$ cat config.mk
export PLATFORM = sky130hd
export DESIGN_NAME = encoder_sequencer
export DESIGN_NICKNAME = d
export VERILOG_FILES = /design/src/rtl/encoder_sequencer.sv
export SDC_FILE = /design/constraint.sdc
export NUM_CORES = 1
export LEC_CHECK = 0
export CELL_PAD_IN_SITES_DETAIL_PLACEMENT = 2
export CELL_PAD_IN_SITES_GLOBAL_PLACEMENT = 2
export CORE_MARGIN = 5
export CORE_UTILIZATION = 31
export CTS_BUF_LIST = sky130_fd_sc_hd__clkbuf_4 sky130_fd_sc_hd__clkbuf_8
export DETAILED_ROUTE_END_ITERATION = 8
export PLACE_DENSITY = 0.88
export SLEW_MARGIN = 20
export SYNTH_ARGS = -nofsm -noshare
export SYNTH_HDL_FRONTEND = slang
export SYNTH_SLANG_ARGS = --single-unit
$ cat constraint.sdc
create_clock -name clk -period 2.1 [get_ports clk]
set_input_delay 0.42 -clock clk [delete_from_list [all_inputs] [get_ports clk]]
set_output_delay 0.42 -clock clk [all_outputs]
set_load 0.1 [all_outputs]
$ cat src/rtl/encoder_sequencer.sv
`timescale 1ns/1ps
`default_nettype none
// ============================================================================
//  Module   : encoder_sequencer
//  Purpose  : Round/step scheduler for the encoder datapath. Runs the five
//             per-round step units (0 colParity, 1 rotate, 2 permute,
//             3 revaluate, 4 addRC) in fixed order for ROUNDS rounds. Each
//             step unit is driven through a start/ready handshake. The block
//             also drives the ping-pong state-memory select and the round
//             index that addRC uses.
//  Ports    : clk        - clock, rising edge
//             rst        - asynchronous active-low reset
//             start      - encode request (level), sampled only in IDLE
//             step_ready - per-unit 1-cycle done pulses
//             step_start - per-unit start, one-hot or zero
//             round_idx  - current round, 0..ROUNDS-1
//             mem_sel    - 0: read MEM_A / write MEM_B, 1: the reverse
//             busy       - high in every state except IDLE
//             ready      - 1-cycle pulse when an encode completes
//             err        - sticky watchdog error, cleared by the next start
//  Revision : 1.0 - initial release
// ============================================================================
module encoder_sequencer #(
  parameter int ROUNDS  = 24,
  parameter int RW      = 5,
  parameter int TIMEOUT = 4096,
  parameter int TW      = 12
) (
  input  logic          clk,
  input  logic          rst,
  input  logic          start,
  input  logic [4:0]    step_ready,
  output logic [4:0]    step_start,
  output logic [RW-1:0] round_idx,
  output logic          mem_sel,
  output logic          busy,
  output logic          ready,
  output logic          err
);

  localparam logic [2:0] c_st_idle      = 3'd0;
  localparam logic [2:0] c_st_wait_rel  = 3'd1;
  localparam logic [2:0] c_st_launch    = 3'd2;
  localparam logic [2:0] c_st_wait_step = 3'd3;
  localparam logic [2:0] c_st_next      = 3'd4;
  localparam logic [2:0] c_st_done      = 3'd5;

  localparam logic [2:0]    c_last_step  = 3'd4;
  localparam logic [RW-1:0] c_last_round = RW'(ROUNDS - 1);
  localparam logic [TW-1:0] c_wdog_limit = TW'(TIMEOUT - 1);

  logic [2:0]    state_q, state_d;
  logic [2:0]    step_q, step_d;
  logic [RW-1:0] round_q, round_d;
  logic          mem_sel_q, mem_sel_d;
  logic          err_q, err_d;
  logic [TW-1:0] wdog_q, wdog_d;

  logic [4:0]    w_step_onehot;
  logic          w_ready_hit;

  // One-hot of the current step; codes 5..7 cannot occur but decode to zero
  // so a corrupted step can never start a unit or be acknowledged.
  always_comb begin
    w_step_onehot = 5'b00000;
    case (step_q)
      3'd0:    w_step_onehot = 5'b00001;
      3'd1:    w_step_onehot = 5'b00010;
      3'd2:    w_step_onehot = 5'b00100;
      3'd3:    w_step_onehot = 5'b01000;
      3'd4:    w_step_onehot = 5'b10000;
      default: w_step_onehot = 5'b00000;
    endcase
  end

  // Only the ready bit of the unit currently being waited on matters.
  assign w_ready_hit = |(step_ready & w_step_onehot);

  always_comb begin
    state_d   = state_q;
    step_d    = step_q;
    round_d   = round_q;
    mem_sel_d = mem_sel_q;
    err_d     = err_q;
    wdog_d    = wdog_q;
    case (state_q)
      c_st_idle: begin
        if (start) begin
          state_d   = c_st_wait_rel;
          step_d    = 3'd0;
          round_d   = '0;
          mem_sel_d = 1'b0;
          err_d     = 1'b0;
          wdog_d    = '0;
        end
      end
      c_st_wait_rel: begin
        if (!start) begin
          state_d = c_st_launch;
        end
      end
      c_st_launch: begin
        wdog_d  = '0;
        state_d = c_st_wait_step;
      end
      c_st_wait_step: begin
        if (w_ready_hit) begin
          state_d = c_st_next;
        end else begin
          wdog_d = wdog_q + TW'(1);
          // wdog counts WAIT_STEP cycles already spent, so the TIMEOUT-th
          // unanswered cycle is the one where it reads TIMEOUT-1.
          if (wdog_q == c_wdog_limit) begin
            err_d   = 1'b1;
            state_d = c_st_idle;
          end
        end
      end
      c_st_next: begin
        mem_sel_d = ~mem_sel_q;
        if (step_q < c_last_step) begin
          step_d  = step_q + 3'd1;
          state_d = c_st_launch;
        end else if (round_q < c_last_round) begin
          step_d  = 3'd0;
          round_d = round_q + RW'(1);
          state_d = c_st_launch;
        end else begin
          step_d  = 3'd0;
          state_d = c_st_done;
        end
      end
      c_st_done: begin
        state_d = c_st_idle;
      end
      default: begin
        state_d = c_st_idle;
      end
    endcase
  end

  always_ff @(posedge clk or negedge rst) begin
    if (!rst) begin
      state_q   <= c_st_idle;
      step_q    <= 3'd0;
      round_q   <= '0;
      mem_sel_q <= 1'b0;
      err_q     <= 1'b0;
      wdog_q    <= '0;
    end else begin
      state_q   <= state_d;
      step_q    <= step_d;
      round_q   <= round_d;
      mem_sel_q <= mem_sel_d;
      err_q     <= err_d;
      wdog_q    <= wdog_d;
    end
  end

  assign step_start = (state_q == c_st_launch) ? w_step_onehot : 5'b00000;
  assign busy       = (state_q != c_st_idle);
  assign ready      = (state_q == c_st_done);
  assign round_idx  = round_q;
  assign mem_sel    = mem_sel_q;
  assign err        = err_q;

endmodule
`default_nettype wire

### Word level (Yosys, flattened, before mapping)

Index checks and enable logic that the tools add are counted.

| word-level totals | value |
|---|---|
| bits in registers | 25 |
| bits of input ports | 8 |
| output and inout bits | 14 |

| cells by class | value |
|---|---|
| $add $sub $neg | 3 |
| order comparisons | 2 |
| equal/unequal tests | 17 |
| multiplexer cells | 24 |
| bitwise logic cells | 2 |
| reductions and logical operators | 12 |

Operators with widths:

| cell | count |
|---|---|
| $pmux W12 S3 | 1 |
| $pmux W5 S5 | 1 |
| $mux W12 | 2 |
| $mux W3 | 8 |
| $mux W5 | 4 |
| $pmux W3 S5 | 1 |
| $add A12 B1 Y12 const B | 1 |
| $eq A12 B12 Y1 const B | 1 |
| $eq A3 B2 Y1 const B | 4 |
| $ne A2 B2 Y1 const B | 6 |
| $pmux W5 S2 | 1 |
| $eq A3 B3 Y1 const B | 3 |
| $reduce_and A4 Y1 | 2 |
| $eq A3 B1 Y1 const B | 2 |
| $logic_not A3 Y1 | 2 |
| $pmux W3 S2 | 1 |
| $reduce_and A3 Y1 | 2 |
| $reduce_bool A3 Y1 | 2 |
| $add A5 B1 Y5 const B | 1 |
| $and A5 B5 Y5 | 1 |
| $lt A5 B5 Y1 const B | 1 |
| $reduce_or A5 Y1 | 1 |
| $pmux W1 S2 | 2 |
| $reduce_bool A2 Y1 | 2 |
| 6 further kinds | 8 |

### Longest topological paths before layout

| depth | value |
|---|---|
| word-level depth | 6 |
| gate-level depth with buffers | 8 |
| depth with buffers taken out | 7 |

### Worst setup path after synthesis

Ideal clock, no wire load.

| timing path | value |
|---|---|
| kind | register -> output |
| from | register state_q[0] |
| to | output port step_start[4] |
| arrival time | 2.114 ns |
| path slack | -0.434 ns |
| cell stages (with the launch flop) | 5 |
| cell sequence | dfrtp_1 > clkbuf_1 > nor2_1 > nand2_1 > nor2_1 |

| between the ends | value |
|---|---|
| cells in the longest elaborated chain, start to end | 2 |

Ends and longest elaborated chain:

| element | line | RTL |
|---|---|---|
| start, declared | 52 | `logic [2:0] state_q, state_d;` |
| start signal, assigned | 144 | `state_q <= c_st_idle;` |
| start signal, assigned | 151 | `state_q <= state_d;` |
| $eq A3 B2 Y1 | 160 | `assign step_start = (state_q == c_st_launch) ? w_step_onehot : 5'b00000;` |
| $mux W5 | 160 |  |
| end, declared | 33 | `output logic [4:0] step_start,` |

Every way passes these cells.

### Final worst setup path

| timing path | value |
|---|---|
| from | register step_q[0] |
| to | register wdog_q[9] |

| between the ends | value |
|---|---|
| cells in the longest elaborated chain, start to end | 6 |
| elaborated cells on any way between the ends | 10 |
| classes of those cells | eq/ne (5); mux (1); bitwise (1); reduce/logical (3) |

Ends and longest elaborated chain:

| element | line | RTL |
|---|---|---|
| start, declared | 53 | `logic [2:0] step_q, step_d;` |
| start signal, assigned | 152 | `step_q <= step_d;` |
| $eq A3 B3 Y1 (tied with other cells) | 66 | `case (step_q)` |
| $pmux W5 S5 * | 66 |  |
| $and A5 B5 Y5 * | 77 | `assign w_ready_hit = \|(step_ready & w_step_onehot);` |
| $reduce_or A5 Y1 * | 77 |  |
| $ne A2 B2 Y1 (no source line) * | n/a |  |
| $reduce_and A3 Y1 (no source line) * | n/a |  |
| end signal, assigned | 156 | `wdog_q <= wdog_d;` |
| end, declared | 57 | `logic [TW-1:0] wdog_q, wdog_d;` |

Mark *: on every way between the ends. The rest lies on a longest branch, timed or not.
A chain may end at the register's enable or synchronous reset.

==> implementation parameters <==
Parameter                              Value

Run status
  Run status ... completed

Setup path
  Crit path required time ... about 2.3 ns
  Cell with the largest stage delay on the worst path ... or4_4
  Max FO, Critical Path ... 8
  Startpoint-to-endpoint class of the critical path ... reg -> reg
  Peak per-stage delay on the critical path ... 0.43 ns
  Cell breakdown of the critical path ... inv_2 -> ha_4 -> a222oi_1 -> buf_4 -> and3_4 -> nor2_4 -> or4_4 -> a21oi_2
  Signal arrival time at the worst endpoint ... 2.28 ns
  CP endpoint kind ... flop
  CP Launch Type ... flop
  Critical path buffer and inverter count ... 2
  Kind of cell adding the most delay to the critical path ... simple AND/OR/NAND/NOR gates

Placement
  Placed wire-length estimate after detailed placement ... 4188 um
  Number of port buffers ... 21
  Routability congestion estimate ... between 0.7 and 0.8

Drt
  Wirelength per Cell ... 20.76 um
  Vias per std cell ... 5.425
  Remaining routing DRC violations ... 0
  Remaining antenna violation count after routing ... 0
  Iteration-0 DRC count of the detailed router ... 60
  DRT Pass-1 Iters ... 4
  Via count ... roughly 1500
  Drt total wl ... approximately 5600 um

STA
  RSZ-0062 raised after global routing ... true
  Setup tns final ... 0 ns
  Maximum clock skew at final layout ... 0.002582 ns
  Final hold violation count ... 0
  Max Transition Viols Final ... 0
  Number of setup violations in the final report ... 0
  Fmax ... a little under 500 MHz
  Headroom to the max-slew limit ... 65.84%
  Share of the cycle needed by the critical path after routing ... 98.31%
  Minimum clock period ... 2.065 ns
  Slew at the pin closest to its max-slew limit ... about 0.5 ns

Flow run
  Max-cap violation count ... 0

Global routing
  Initial antenna violation count ... 0
  Total routing resource utilization after global routing ... 18.57%
  Number of global-route vias before repair ... 1642
  Global-route wire length before repair ... 8859 um
  Total grt overflow ... 0
  Largest net degree at the start of global routing ... 26

Floorplan
  Die Height ... 79.65 um
  Die ar. ... ~0.0063 mm^2
  Core Rows ... 25
  Core area ... about 0.0047 mm^2
  Effective utilization at floorplan ... 31.84%
  Horizontal die dimension ... 79.65 um
  I/O Pins ... 22

Synthesis
  Main synth FF type ... dfrtp_1
  Synth Register Bits ... 25
  Number of warnings printed during yosys synthesis ... 0
  Async S/R FF share, synth ... 100.0%
  Mean Syn Cell Area ... 9.227 um^2
  Post-Syn Instances ... around 160
  Number of synthesized flops with an enable pin ... 0
  Net count of the mapped netlist ... about 180
  Cell variety after synth ... 43
  Area of the mapped netlist ... 0.001504 mm^2
  Sequential area share after synthesis ... 41.60%

Power and ir drop
  Combinational cell fraction of total power ... 61.3%
  Share of power burned in registers ... 26.3%
  Sw Pwr ... 1.244 mW
  Clock power frac ... approximately an eighth
  Leak ... 0.9129 nW
  Total power per unit cell area ... 1197 mW/mm^2
  Max rail drop VDD ... between 0.8 and 0.9 mV
  Power Internal ... 1.264 mW
  Fraction of power spent switching nets ... 49.60%

Clocking
  Clock tree from TritonCTS ... done
  Worst skew pair latency ... roughly 0.29 ns
  Cell at the root of the clock tree ... clkbuf_8
  Number of buffers between clock root and the deepest sink ... 2
  Number of sinks driven by the clock tree ... 25
  Number of levels in the clock H-tree ... 1
  Clk slew on worst S/H paths ... around 0.090 ns
  CTS Buf Count ... 3

Cells and area
  Area taken by flip-flops and latches ... 626.9 um^2
  Number of inserted filler cells in the final layout ... 507
  Commonest non-fill, non-tap cell in the layout ... buf_4
  Count of antenna diodes in the layout ... 0
  Area Growth Syn to Fin ... 39.27%
  Ratio of cells with drive above 1 in the final layout ... ~33%
  Multi-input gate area ... around 900 um^2
  Fin util ... 44.34%
  Most frequent cells in the layout ... buf_4 (28), dfrtp_1 (24), nand2_1 (16)
  Post-layout net count ... 216

Worst hold path
  Worst min-delay path category ... in -> async
-- metal layers --
layer	vias to the layer above	GRT usage (%)	share of wire [%]
li1	667	-	-
met1	757	20.84	40
met2	22	35.23	56
met3	8	3.047	2.3
met4	0	5.842	1.8
met5	-	0	0
-- worst reg2reg max path, stage by stage, from the launching register on --
cell and delay [ns]:
dfrtp_1 0.41, inv_2 0.08, ha_4 0.18, a222oi_1 0.32
buf_4 0.18, and3_4 0.21, nor2_4 0.06, or4_4 0.43
a21oi_2 0.13
-- power groups by stage --
stage / sequential [mW] / clock [mW] / combinational (mW)
3_5_place_dp: 0.672 / 0 / 1.39
6_report: 0.660 / 0.310 / 1.54
5_1_grt: 0.674 / 0.341 / 1.62
3_3_place_gp: 0.651 / 0 / 1.28
4_1_cts: 0.663 / 0.312 / 1.45
2_1_floorplan: 0.751 / 0 / 0.749
-- cell families after synthesis --
logic type               after synthesis  share of synthesized area, %
AO/OA/AOI/OAI                         42                         20.72
adder cells (fa/ha/maj)                6                         4.992
flip-flops                            25                         41.60
multiplexers                           3                         2.163
buffers and inverters                 12                         3.993
XOR/XNOR                               4                         2.330
AND/OR/NAND/NOR                       71                         24.21
-- sequential cells by signal (all words and copies together), names as in the netlist --
signal	flops
wdog_q	12
round_idx	5
state_q	3
step_q	3
err	1
mem_sel	1
-- final timing paths --
kind	startpoint	depth (start not counted)	slack (ns)	endpoint
max	step_q[0]	8	0.04	wdog_q[9]
min	rst	2	0.50	wdog_q[0]
max reg2reg	step_q[0]	8	0.04	wdog_q[9]
min reg2reg	mem_sel	1	0.51	mem_sel
max in group asynchronous	rst	2	1.32	state_q[0]
min in group clk	mem_sel	1	0.51	mem_sel
-- per-stage QoR --
stage	setup slack, ns	total power, mW	hold slack (ns)	cells	instance area [um^2]
2_1_floorplan	0.01798	1.500	0.1244	163	1513
4_1_cts	0.004317	2.423	0.5110	266	2024
3_5_place_dp	-0.1894	2.064	0.5076	261	1949
6_report	0.03550	2.507	0.5007	268	2095
3_3_place_gp	-0.1368	1.932	0.4789	261	1949
5_1_grt	-0.02964	2.638	0.5183	268	2095
-- what timing repair did --
action                                  4_1_cts  5_1_grt
buffers inserted                              1        2
endpoints found under the setup margin       13       12
gates resized for setup                       6       14
hold buffers                                  0        0
pin swaps                                     1        5
-- cell usage after synthesis (5+ instances only) --
cell type   n  area (um^2)
a21oi_1    11        55.05
a22o_1      5        43.79
and2_1      5        31.28
and3_1      5        31.28
clkbuf_1    5        18.77
dfrtp_1    25        625.6
ha_1        6        75.07
nand2_1    16        60.06
nand3_1     6        30.03
nand4_1     6        37.54
nor2_1     16        60.06
o21ai_0     8        40.04
-- cell type report --
| type | count | area share (%) |
|---|---|---|
| clock buffer | 3 | 1.971 |
| sequential | 25 | 29.93 |
| timing repair buffer | 42 | 20.07 |
| clock inverter | 1 | 0.2389 |
| inverter | 4 | 0.7168 |
| tap | 67 | 4.002 |
| multi-input combinational | 126 | 43.07 |
Note: power is estimated with default switching activity, not from simulation.
==> variant, RTL diff (same flow settings) <==
Reset style: synchronous (`rst`), changed in one clocked block. Comments in the files are not updated.
--- a/src/rtl/encoder_sequencer.sv
+++ b/src/rtl/encoder_sequencer.sv
@@ -140,5 +140,5 @@
   end
 
-  always_ff @(posedge clk or negedge rst) begin
+  always_ff @(posedge clk) begin
     if (!rst) begin
       state_q   <= c_st_idle;
Check against the original RTL: differs if rst is asserted again (counterexample within 4 cycles, from zero or initial values and one cycle with rst low); with rst held inactive, the same outputs for 10 cycles.
==> variant against the original RTL <==
Maximum frequency grew 2.3%. Wire length down 19%. Non-clock buffer count down 10. Critical path depth stayed put. Design area decreased by 10%. Sequential cell count stayed put. First-iteration DRC count fell by 55%. Synthesized area is 5.6% lower. Hold slack improved by 5.3 ps. Setup slack better by 47 ps. Clock skew shrank 0.82 ps. Sequential share of layout area is 2.9 points lower.
Power is not compared: it rests on default switching activity, and its combinational part moved more than twofold at a synthesized area within 25%.
==> variant: results (changes against the original RTL) <==
Outcome
  – Status: finished clean

Detailed routing
  – Drt wl/cell: 17.57 µm (-15%)
  – Vias: 1362 (-6.3%)
  – DRT Pass-1 Iters: 3 (-1)

Timing
  – Post-Route Hold Slack: 506.0 ps (+5.307 ps)
  – Worst Skew: 1.763 ps (-0.8190 ps)
  – Worst-Margin Slew: 403.7 ps (-103.2 ps)
  – Setup ws final: 82.87 ps (+47.38 ps)

Finish
  – Clk tree area frac: 2.598% (+0.39 points)
  – Post-layout instance area: 1878 µm² (-10%)
  – Fraction of area in registers: 27.05% (-2.9 points)
  – FILL cells: 476 (-6.1%)
  – Share of layout cells above drive strength 1: 26.60% (-6.7 points)
  – Clkbuf count: 4 (+1)
  – Final cell count without fillers: 255 (-4.9%)
  – Final net count: 218 (+0.93%)
  – Buffering overhead: 18.39% (-1.7 points)
  – Multi-input logic area: 869.6 µm² (-3.6%)
  – Nonclk buf count: 32 (-24%)
  – Inverters: 11 (+7)
  – Multi-input gates: 131 (+4.0%)

Clock tree
  – PostCTS Resize Cnt: 7 (+1)
  – Worst-skew pair later-pin latency: 270 ps (-20 ps)
  – Post-CTS setup buffer count: 0 (-1)

GRT
  – Vias in the first global route: 1527 (-7.0%)
  – First-pass GRT wire length: 7458 µm (-16%)
  – Tot GR Track Use: 14.93% (-3.6 points)
  – Largest net degree at the start of global routing: 14 (-46%)

Logic synthesis
  – Post-synth cell types: 44 (+2.3%)
  – Top cells by area, synth: dfxtp_1, nor2_1, a21oi_1
  – Syn Nets: 186 (+5.1%)
  – Avg Inst Size Synth: 8.256 µm² (-11%)
  – Sequential-to-total area share from yosys stat: 35.24% (-6.4 points)
  – Ys async rst share: 0% (-100 points)

Worst setup path
  – Crit path max-delay cell type: dfxtp_4
  – RR Startpoint: step_q[0]$_SDFFE_PN0P_
  – FF-to-FF End: state_q[1]$_SDFFE_PN0P_
  – R2R setup slack: 80 ps (+50 ps)
  – Largest fanout on the critical path: 5 (-3)
  – CP max stage delay: 390 ps (-40 ps)

Floorplan
  – Die width: 77.69 µm (-2.5%)

Place
  – HPWL after DPL: 3471 µm (-17%)
  – DP Cell Count: 250 (-4.2%)
  – Post-placement cell area: 1787 µm² (-8.3%)
  – Setup WS pre-CTS: -242.6 ps (-53.21 ps)
  – GPL Wtd Cong: 0.8310 (+4.6%)

Hold path
  – Worst Min Path Start: wdog_q[9]$_SDFFE_PN0P_
  – Worst min path class: flip-flop to flip-flop

Power and ir drop
  – Peak supply drop: 0.0002402 V
variant: cell count changes after synthesis, moves of 5 or more:
cell / delta
nor2_1: +5
a22o_1: -5
dfrtp_1: -25
inv_1: +6
nand4_1: -6
dfxtp_1: +25
nand2_1: -5
variant: metal layers:
metal	global-route usage [%]	wire (µm)	up-vias
met4	1.546	19	0
li1	-	-	675
met2	27.05	2281	18
met5	0	0	-
met3	3.704	121	5
met1	18.31	2057	664
variant: worst max-delay path by stage:
stage | endpoint | startpoint
floorplan | ready | state_q[1]$_SDFFE_PN0P_
global placement | wdog_q[11]$_SDFFE_PN0P_ | step_ready[2]
detailed placement | wdog_q[11]$_SDFFE_PN0P_ | step_ready[0]
CTS | wdog_q[8]$_SDFFE_PN0P_ | step_q[0]$_SDFFE_PN0P_
global route | wdog_q[8]$_SDFFE_PN0P_ | step_q[1]$_SDFFE_PN0P_
finish | state_q[1]$_SDFFE_PN0P_ | step_q[0]$_SDFFE_PN0P_
variant: worst register-to-register path, delay by kind of cell (launching register included):
| family | cells | cell delay, ps |
|---|---|---|
| and+or+nand+nor | 2 | 590 |
| AOI/OAI and AO/OA | 3 | 520 |
| DFF | 1 | 390 |
| buffers and inverters | 2 | 210 |
| adders and majority gates | 1 | 190 |
variant: power by group:
part | switching (mW) | total (mW) | leakage, nW | internal (mW)
Clock | 0.155 | 0.304 | 0.0262 | 0.149
Combinational | 0.128 | 0.215 | 0.478 | 0.0867
Sequential | 0.0180 | 0.498 | 0.204 | 0.480
Total | 0.301 | 1.02 | 0.709 | 0.715
variant: cell families (layout without fill, tap and decap cells):
logic type	count (synthesis)	count (layout)	synth area share (%)
buf+inv	16	47	6.079
flops	25	25	35.24
mux	1	1	0.7049
compound gates	46	46	21.58
simple gates	73	73	28.02
fa+ha+maj	6	6	5.286
xor+xnor	5	5	3.084
